## src/rtl/dmem_arbiter.sv

```systemverilog
// dmem_arbiter: shares the single-port data RAM between the CPU and one peripheral
// requester. The CPU normally wins. A starvation counter forces one peripheral slot,
// which stalls the CPU for exactly one cycle.
module dmem_arbiter #(
   parameter int ADDR_W     = 12,
   parameter int DATA_W     = 32,
   parameter int STARVE_MAX = 8
) (
   input  logic              clock,
   input  logic              reset,
   input  logic              cpu_req,
   input  logic              cpu_wren,
   input  logic [ADDR_W-1:0] cpu_addr,
   input  logic [DATA_W-1:0] cpu_wdata,
   output logic [DATA_W-1:0] cpu_rdata,
   output logic              cpu_stall,
   input  logic              per_req,
   input  logic              per_wren,
   input  logic [ADDR_W-1:0] per_addr,
   input  logic [DATA_W-1:0] per_wdata,
   output logic              per_gnt,
   output logic              per_rvalid,
   output logic [DATA_W-1:0] per_rdata,
   output logic              mem_wren,
   output logic [ADDR_W-1:0] mem_addr,
   output logic [DATA_W-1:0] mem_wdata,
   input  logic [DATA_W-1:0] mem_rdata
);

   typedef enum logic [0:0] {
      CPU_PRI   = 1'b0,
      FORCE_PER = 1'b1
   } state_t;

   localparam logic [7:0] STARVE_LIM = 8'(STARVE_MAX);

   state_t      state_r;
   state_t      state_nxt;
   logic [7:0]  starve_r;
   logic [7:0]  starve_nxt;
   logic        per_rvalid_r;
   logic        cpu_gnt;

   // State, starvation counter and read-valid tag; pending rvalid is dropped by reset.
   always_ff @(posedge clock or negedge reset) begin
      if (!reset) begin
         state_r      <= CPU_PRI;
         starve_r     <= 8'd0;
         per_rvalid_r <= 1'b0;
      end else begin
         state_r      <= state_nxt;
         starve_r     <= starve_nxt;
         per_rvalid_r <= per_gnt & ~per_wren;
      end
   end

   // Grant/stall decision and next state. Grants are held off while reset is asserted
   // so every output shows its reset value immediately.
   always_comb begin
      state_nxt  = state_r;
      starve_nxt = starve_r;
      per_gnt    = 1'b0;
      cpu_gnt    = 1'b0;
      cpu_stall  = 1'b0;
      if (reset) begin
         case (state_r)
            CPU_PRI: begin
               if (cpu_req) begin
                  cpu_gnt = 1'b1;
               end else if (per_req) begin
                  per_gnt = 1'b1;
               end else begin
                  cpu_gnt = 1'b0;
               end
               if (per_req && !per_gnt) begin
                  // Saturating count; a full count forces the next slot to the peripheral.
                  if (starve_r >= STARVE_LIM) begin
                     starve_nxt = STARVE_LIM;
                     state_nxt  = FORCE_PER;
                  end else begin
                     starve_nxt = starve_r + 8'd1;
                  end
               end else begin
                  starve_nxt = 8'd0;
               end
            end
            FORCE_PER: begin
               // If the peripheral gave up meanwhile, the CPU proceeds unstalled.
               per_gnt    = per_req;
               cpu_stall  = cpu_req & per_req;
               cpu_gnt    = cpu_req & ~per_req;
               starve_nxt = 8'd0;
               state_nxt  = CPU_PRI;
            end
            default: begin
               starve_nxt = 8'd0;
               state_nxt  = CPU_PRI;
            end
         endcase
      end else begin
         state_nxt  = CPU_PRI;
         starve_nxt = 8'd0;
      end
   end

   // RAM port mux: granted side drives the RAM; idle cycles present the CPU address.
   always_comb begin
      mem_wren  = 1'b0;
      mem_addr  = cpu_addr;
      mem_wdata = cpu_wdata;
      if (per_gnt) begin
         mem_wren  = per_wren;
         mem_addr  = per_addr;
         mem_wdata = per_wdata;
      end else if (cpu_gnt) begin
         mem_wren  = cpu_wren;
         mem_addr  = cpu_addr;
         mem_wdata = cpu_wdata;
      end else begin
         mem_wren  = 1'b0;
         mem_addr  = cpu_addr;
         mem_wdata = cpu_wdata;
      end
   end

   assign cpu_rdata  = mem_rdata;
   assign per_rvalid = per_rvalid_r;
   assign per_rdata  = per_rvalid_r ? mem_rdata : {DATA_W{1'b0}};

endmodule
```

## config.mk

```make
export PLATFORM = sky130hd
export DESIGN_NAME = dmem_arbiter
export DESIGN_NICKNAME = d
export VERILOG_FILES = /design/src/rtl/dmem_arbiter.sv
export SDC_FILE = /design/constraint.sdc
export NUM_CORES = 1
export LEC_CHECK = 0
export ABC_AREA = 1
export CAP_MARGIN = 20
export CORE_AREA = 2 2 93 95
export CTS_CLUSTER_DIAMETER = 60
export DETAILED_ROUTE_END_ITERATION = 8
export DIE_AREA = 0 0 95 97
export GPL_TIMING_DRIVEN = 1
export PLACE_DENSITY = 0.7
export SLEW_MARGIN = 0
export SYNTH_ARGS = -nofsm -noshare
export SYNTH_HDL_FRONTEND = slang
export SYNTH_SLANG_ARGS = --single-unit
```

## constraint.sdc

```tcl
create_clock -name clock -period 1.3 [get_ports clock]
set_input_delay 0.13 -clock clock [delete_from_list [all_inputs] [get_ports clock]]
set_output_delay 0.13 -clock clock [all_outputs]
set_load 0.02 [all_outputs]
```

**After elaboration in Yosys (flattened, before gate mapping)**

Cells that the tools add are included.

- Output and inout port bits: 112
- Register bits after elaboration: 10

- Bitwise logic cells: 6
- Magnitude comparators: 1
- Add/subtract/negate cells: 1
- Muxes and demuxes: 24
- Reductions and logical operators: 2

Operators by type and width:

| cell | number |
|---|---|
| 32-bit 2-to-1 mux | 2 |
| 8-bit 2-to-1 mux | 3 |
| 8-bit case mux with 2 select lines | 1 |
| 1-bit 2-to-1 mux | 14 |
| 12-bit 2-to-1 mux | 1 |
| 8-bit by 1-bit adder with 8-bit output, second input constant | 1 |
| 8-bit by 4-bit greater-or-equal comparator with 1-bit output, second input constant | 1 |
| 1-bit case mux with 2 select lines | 3 |
| 1-bit bitwise AND | 3 |
| 1-bit inverter | 3 |
| 1-bit logical AND | 1 |
| 1-bit logical NOT | 1 |

**Longest topological paths before layout**

- Depth in word-level cells: 9
- Depth in mapped cells: 6

**Least setup slack after synthesis**

No wires, ideal clock.

- Kind: reg2out
- Start: reg state_r
- End: out mem_wren
- Data required time: 1.170 ns
- Arrival: 1.006 ns
- Path buffers: 0
- Stages on the path, launching flop included: 4
- Slack: 0.164 ns
- Path through: dfrtp_1 nand2_1 nand2_1 o21ai_0

- Longest elaborated chain between the ends: 5
- Elaborated cells between the ends (all ways): 7
- Classes of those cells: mux: 6; bitwise: 1

Ends and longest elaborated chain:

| what | RTL line | source |
|---|---|---|
| start: declaration | 37 | `state_t state_r;` |
| start signal: assignment | 51 | `state_r <= state_nxt;` |
| 1-bit inverter | -- |  |
| 1-bit case mux with 2 select lines | 66 | `case (state_r)` |
| 1-bit 2-to-1 mux | 65 | `if (reset) begin` |
| 1-bit 2-to-1 mux | 115 | `end else if (cpu_gnt) begin` |
| 1-bit 2-to-1 mux (*) | 111 | `if (per_gnt) begin` |
| end: declaration | 24 | `output logic mem_wren,` |

Mark *: on every way between the ends. The rest lies on a longest branch, timed or not.

**Worst setup path in the final report**

- Start: reg state_r
- End: out mem_wdata[13]

- Longest elaborated chain between the ends: 4

Ends and longest elaborated chain:

| what | RTL line | source |
|---|---|---|
| 1-bit inverter | -- |  |
| 1-bit case mux with 2 select lines (*) | 66 |  |
| 1-bit 2-to-1 mux (*) | 65 |  |
| 32-bit 2-to-1 mux (*) | 111 |  |
| end: declaration | 26 | `output logic [DATA_W-1:0] mem_wdata,` |

Marks and branches as above.

==> results.toml <==
[run_status]
status = "finished, violations left"
violations = "setup timing"

[drt]
dr_total_vias = 2525
wirelength_um = 8580
wl_per_cell_um = 13.9
vias_per_cell = 4.08
wl_met1_um = 3010
dr.pass1.iters = 4
top_layer = "met4"
route.met3.wl_um = 640
drtIter0Drc = 25
drc_errors = 0
postRouteAntennaNets = 0
routed-wl-met2_um = 4780

[sta]
report.final.slew_viol_count = 0
setup_viol = 52
max_freq_mhz = 682
rsz0062_at_grt = "yes"
finClkSkew_ns = 0.00215
hold_ws_ns = 0.514
min_period_ns = 1.47
finalWorstSetupSlack_ns = -0.166
hold_viol_final = 0
period_share_pct = 113

[pwr]
p_switching_mw = 0.762
seqPwrFrac_pct = 15.4
irDropWorstVdd_uv = 444
powerDensity_nw_per_um2 = 484
p_leak_nw = 2.41
p_int_mw = 1.36
power_frac_clock_pct = 18.2
p_comb_share_pct = 66.3
p_sw_share_pct = 35.9

[floorplan]
io_pins = 238
coreArea_um2 = 8130
die_w_um = 95
dieArea_um2 = 9220
start_util_pct = 18.9
rows = 33
fp.dieH_um = 97

[global_routing]
grt_antenna_before_repair = 0
grt_usage_pct = 16.0
grt_overflow = 0
grt_pass1_wl_um = 11700
grt_pass1_vias = 2304
grt_start_max_net_pins = 18

[clocking]
root_buffer = "clkbuf_8"
cts-buffers-inserted = 3
htreeDepth = 1
clockBufferDepth = 2
cts_tree = "done"
clock-sinks = 10
path_clk_slew_ns = 0.05
clk_latency_ns = 0.24

[place]
port_buffers = 237
placedInstanceArea_um2 = 3850
dp_slack_ns = -0.676
hpwl_um = 6570
gp_congestion = 0.904

[synth]
synth_top_cell_area_share_pct = 43.1
synthDistinctLibCells = 18
synth_warnings = 0
synth.area.top_cells = "nand2_1 43%, dfrtp_1 16%, buf_4 16%, inv_1 10%, buf_6 5.8%"
syn-cell-area_um2 = 1540
ys_seq_area_share_pct = 16.2
ys_seq_elements = 10
syn_inst = 290
yosysTopAreaCell = "nand2_1"
syn_avg_cell_area_um2 = 5.31

[min_path]
hold_class = "register to register"

[critical_path]
crit_path_max_fanout = 7
cp_data_required_time_ns = 1.17
end_kind = "output pin"
crit_type = "register to output pin"
start_kind = "register"
cp.arrival_ns = 1.34

[final_layout]
diodes = 0
nNetsFinal = 643
final_core_util_pct = 53.9
final_cell_mix = "122 x clkdlybuf4s50_1, 98 x nand2_1, 68 x buf_6, 60 x nand2_2, 36 x dlygate4sd2_1"
final_common_cell = "clkdlybuf4s50_1"
area.growth.synth_to_final_pct = 185
fin_area_um2 = 4390
drive_gt1_share_pct = 41.2

[job]
cap_violations = 0
-- layout make-up --
class	instances	area, um2
timing repair buffer	260	2680
clock buffer	4	55.1
tap	105	131
sequential	10	253
multi-input combinational	197	1110
inverter	43	161
fill	775	3750
-- power groups by stage --
stage                     sequential, mW  clock [mW]  combinational [mW]
after floorplan                    0.332           0               0.513
after global placement             0.331           0                1.25
after detailed placement           0.332           0                1.26
after CTS                          0.327       0.400                1.29
after global routing               0.328       0.418                1.49
final                              0.328       0.388                1.41
-- cells by family after synthesis --
logic type / synth area share, %
and+or+nand+nor: 48.8
adders and majority gates: 1.62
buffers and inverters: 32.7
DFF: 16.2
other: 0.243
AOI/OAI and AO/OA: 0.325
-- cells in the mapped netlist, drive strengths merged --
cell      n
inv      43
nor2      7
dfrtp    10
buf      41
nand2   179
nor3      3
ha        2
o21ai     1
nand3     1
clkbuf    2
conb      1
-- registers in the layout, indices dropped and copies added, names as in the netlist --
name / count
state_r: 1
starve_r: 8
per_rvalid: 1
-- what timing repair did --
| action | in CTS | in global routing |
|---|---|---|
| setup buffers | 5 | 4 |
| pin swaps | 10 | 39 |
| setup endpoints to repair | 112 | 66 |
| hold endpoints to repair | 10 | 0 |
| gates cloned | 3 | 3 |
| gates resized for setup | 461 | 157 |
| hold buffers | 1 | 0 |
-- stage by stage --
stage	setup TNS [ns]	std cells	power, mW
floorplan	0	293	0.846
global placement	-35.38	602	1.58
detailed placement	-36.73	602	1.59
CTS	-8.32	615	2.01
global route	-10.11	619	2.24
finish	-6.62	619	2.13
-- worst max-delay path, cell delays in order, from the launching register on --
cell and delay [ns]:
dfrtp_2 0.43, inv_2 0.07, nand2_4 0.06, nand2_8 0.13
clkbuf_16 0.16, nand2_1 0.05, nand2_1 0.07, buf_6 0.12
-- routing by layer --
| metal | vias to the layer above | GRT usage (%) |
|---|---|---|
| li1 | 1239 | - |
| met1 | 1157 | 16.9 |
| met2 | 117 | 31.4 |
| met3 | 12 | 3.27 |
| met4 | 0 | 3.68 |
| met5 | - | 0 |
-- path summary, 6_finish.rpt --
check	slack, ns	from	cells past startpoint	to
hold reg to reg	0.51	starve_r[0]	1	starve_r[0]
setup reg to reg	0.13	state_r	5	starve_r[0]
setup / recovery	-0.17	state_r	7	mem_wdata[13]
min in group asynchronous	0.65	reset	3	starve_r[2]
max in group asynchronous	0.32	reset	3	per_rvalid
hold / removal	0.51	starve_r[0]	1	starve_r[0]
Note: power is estimated with default switching activity, not from simulation.
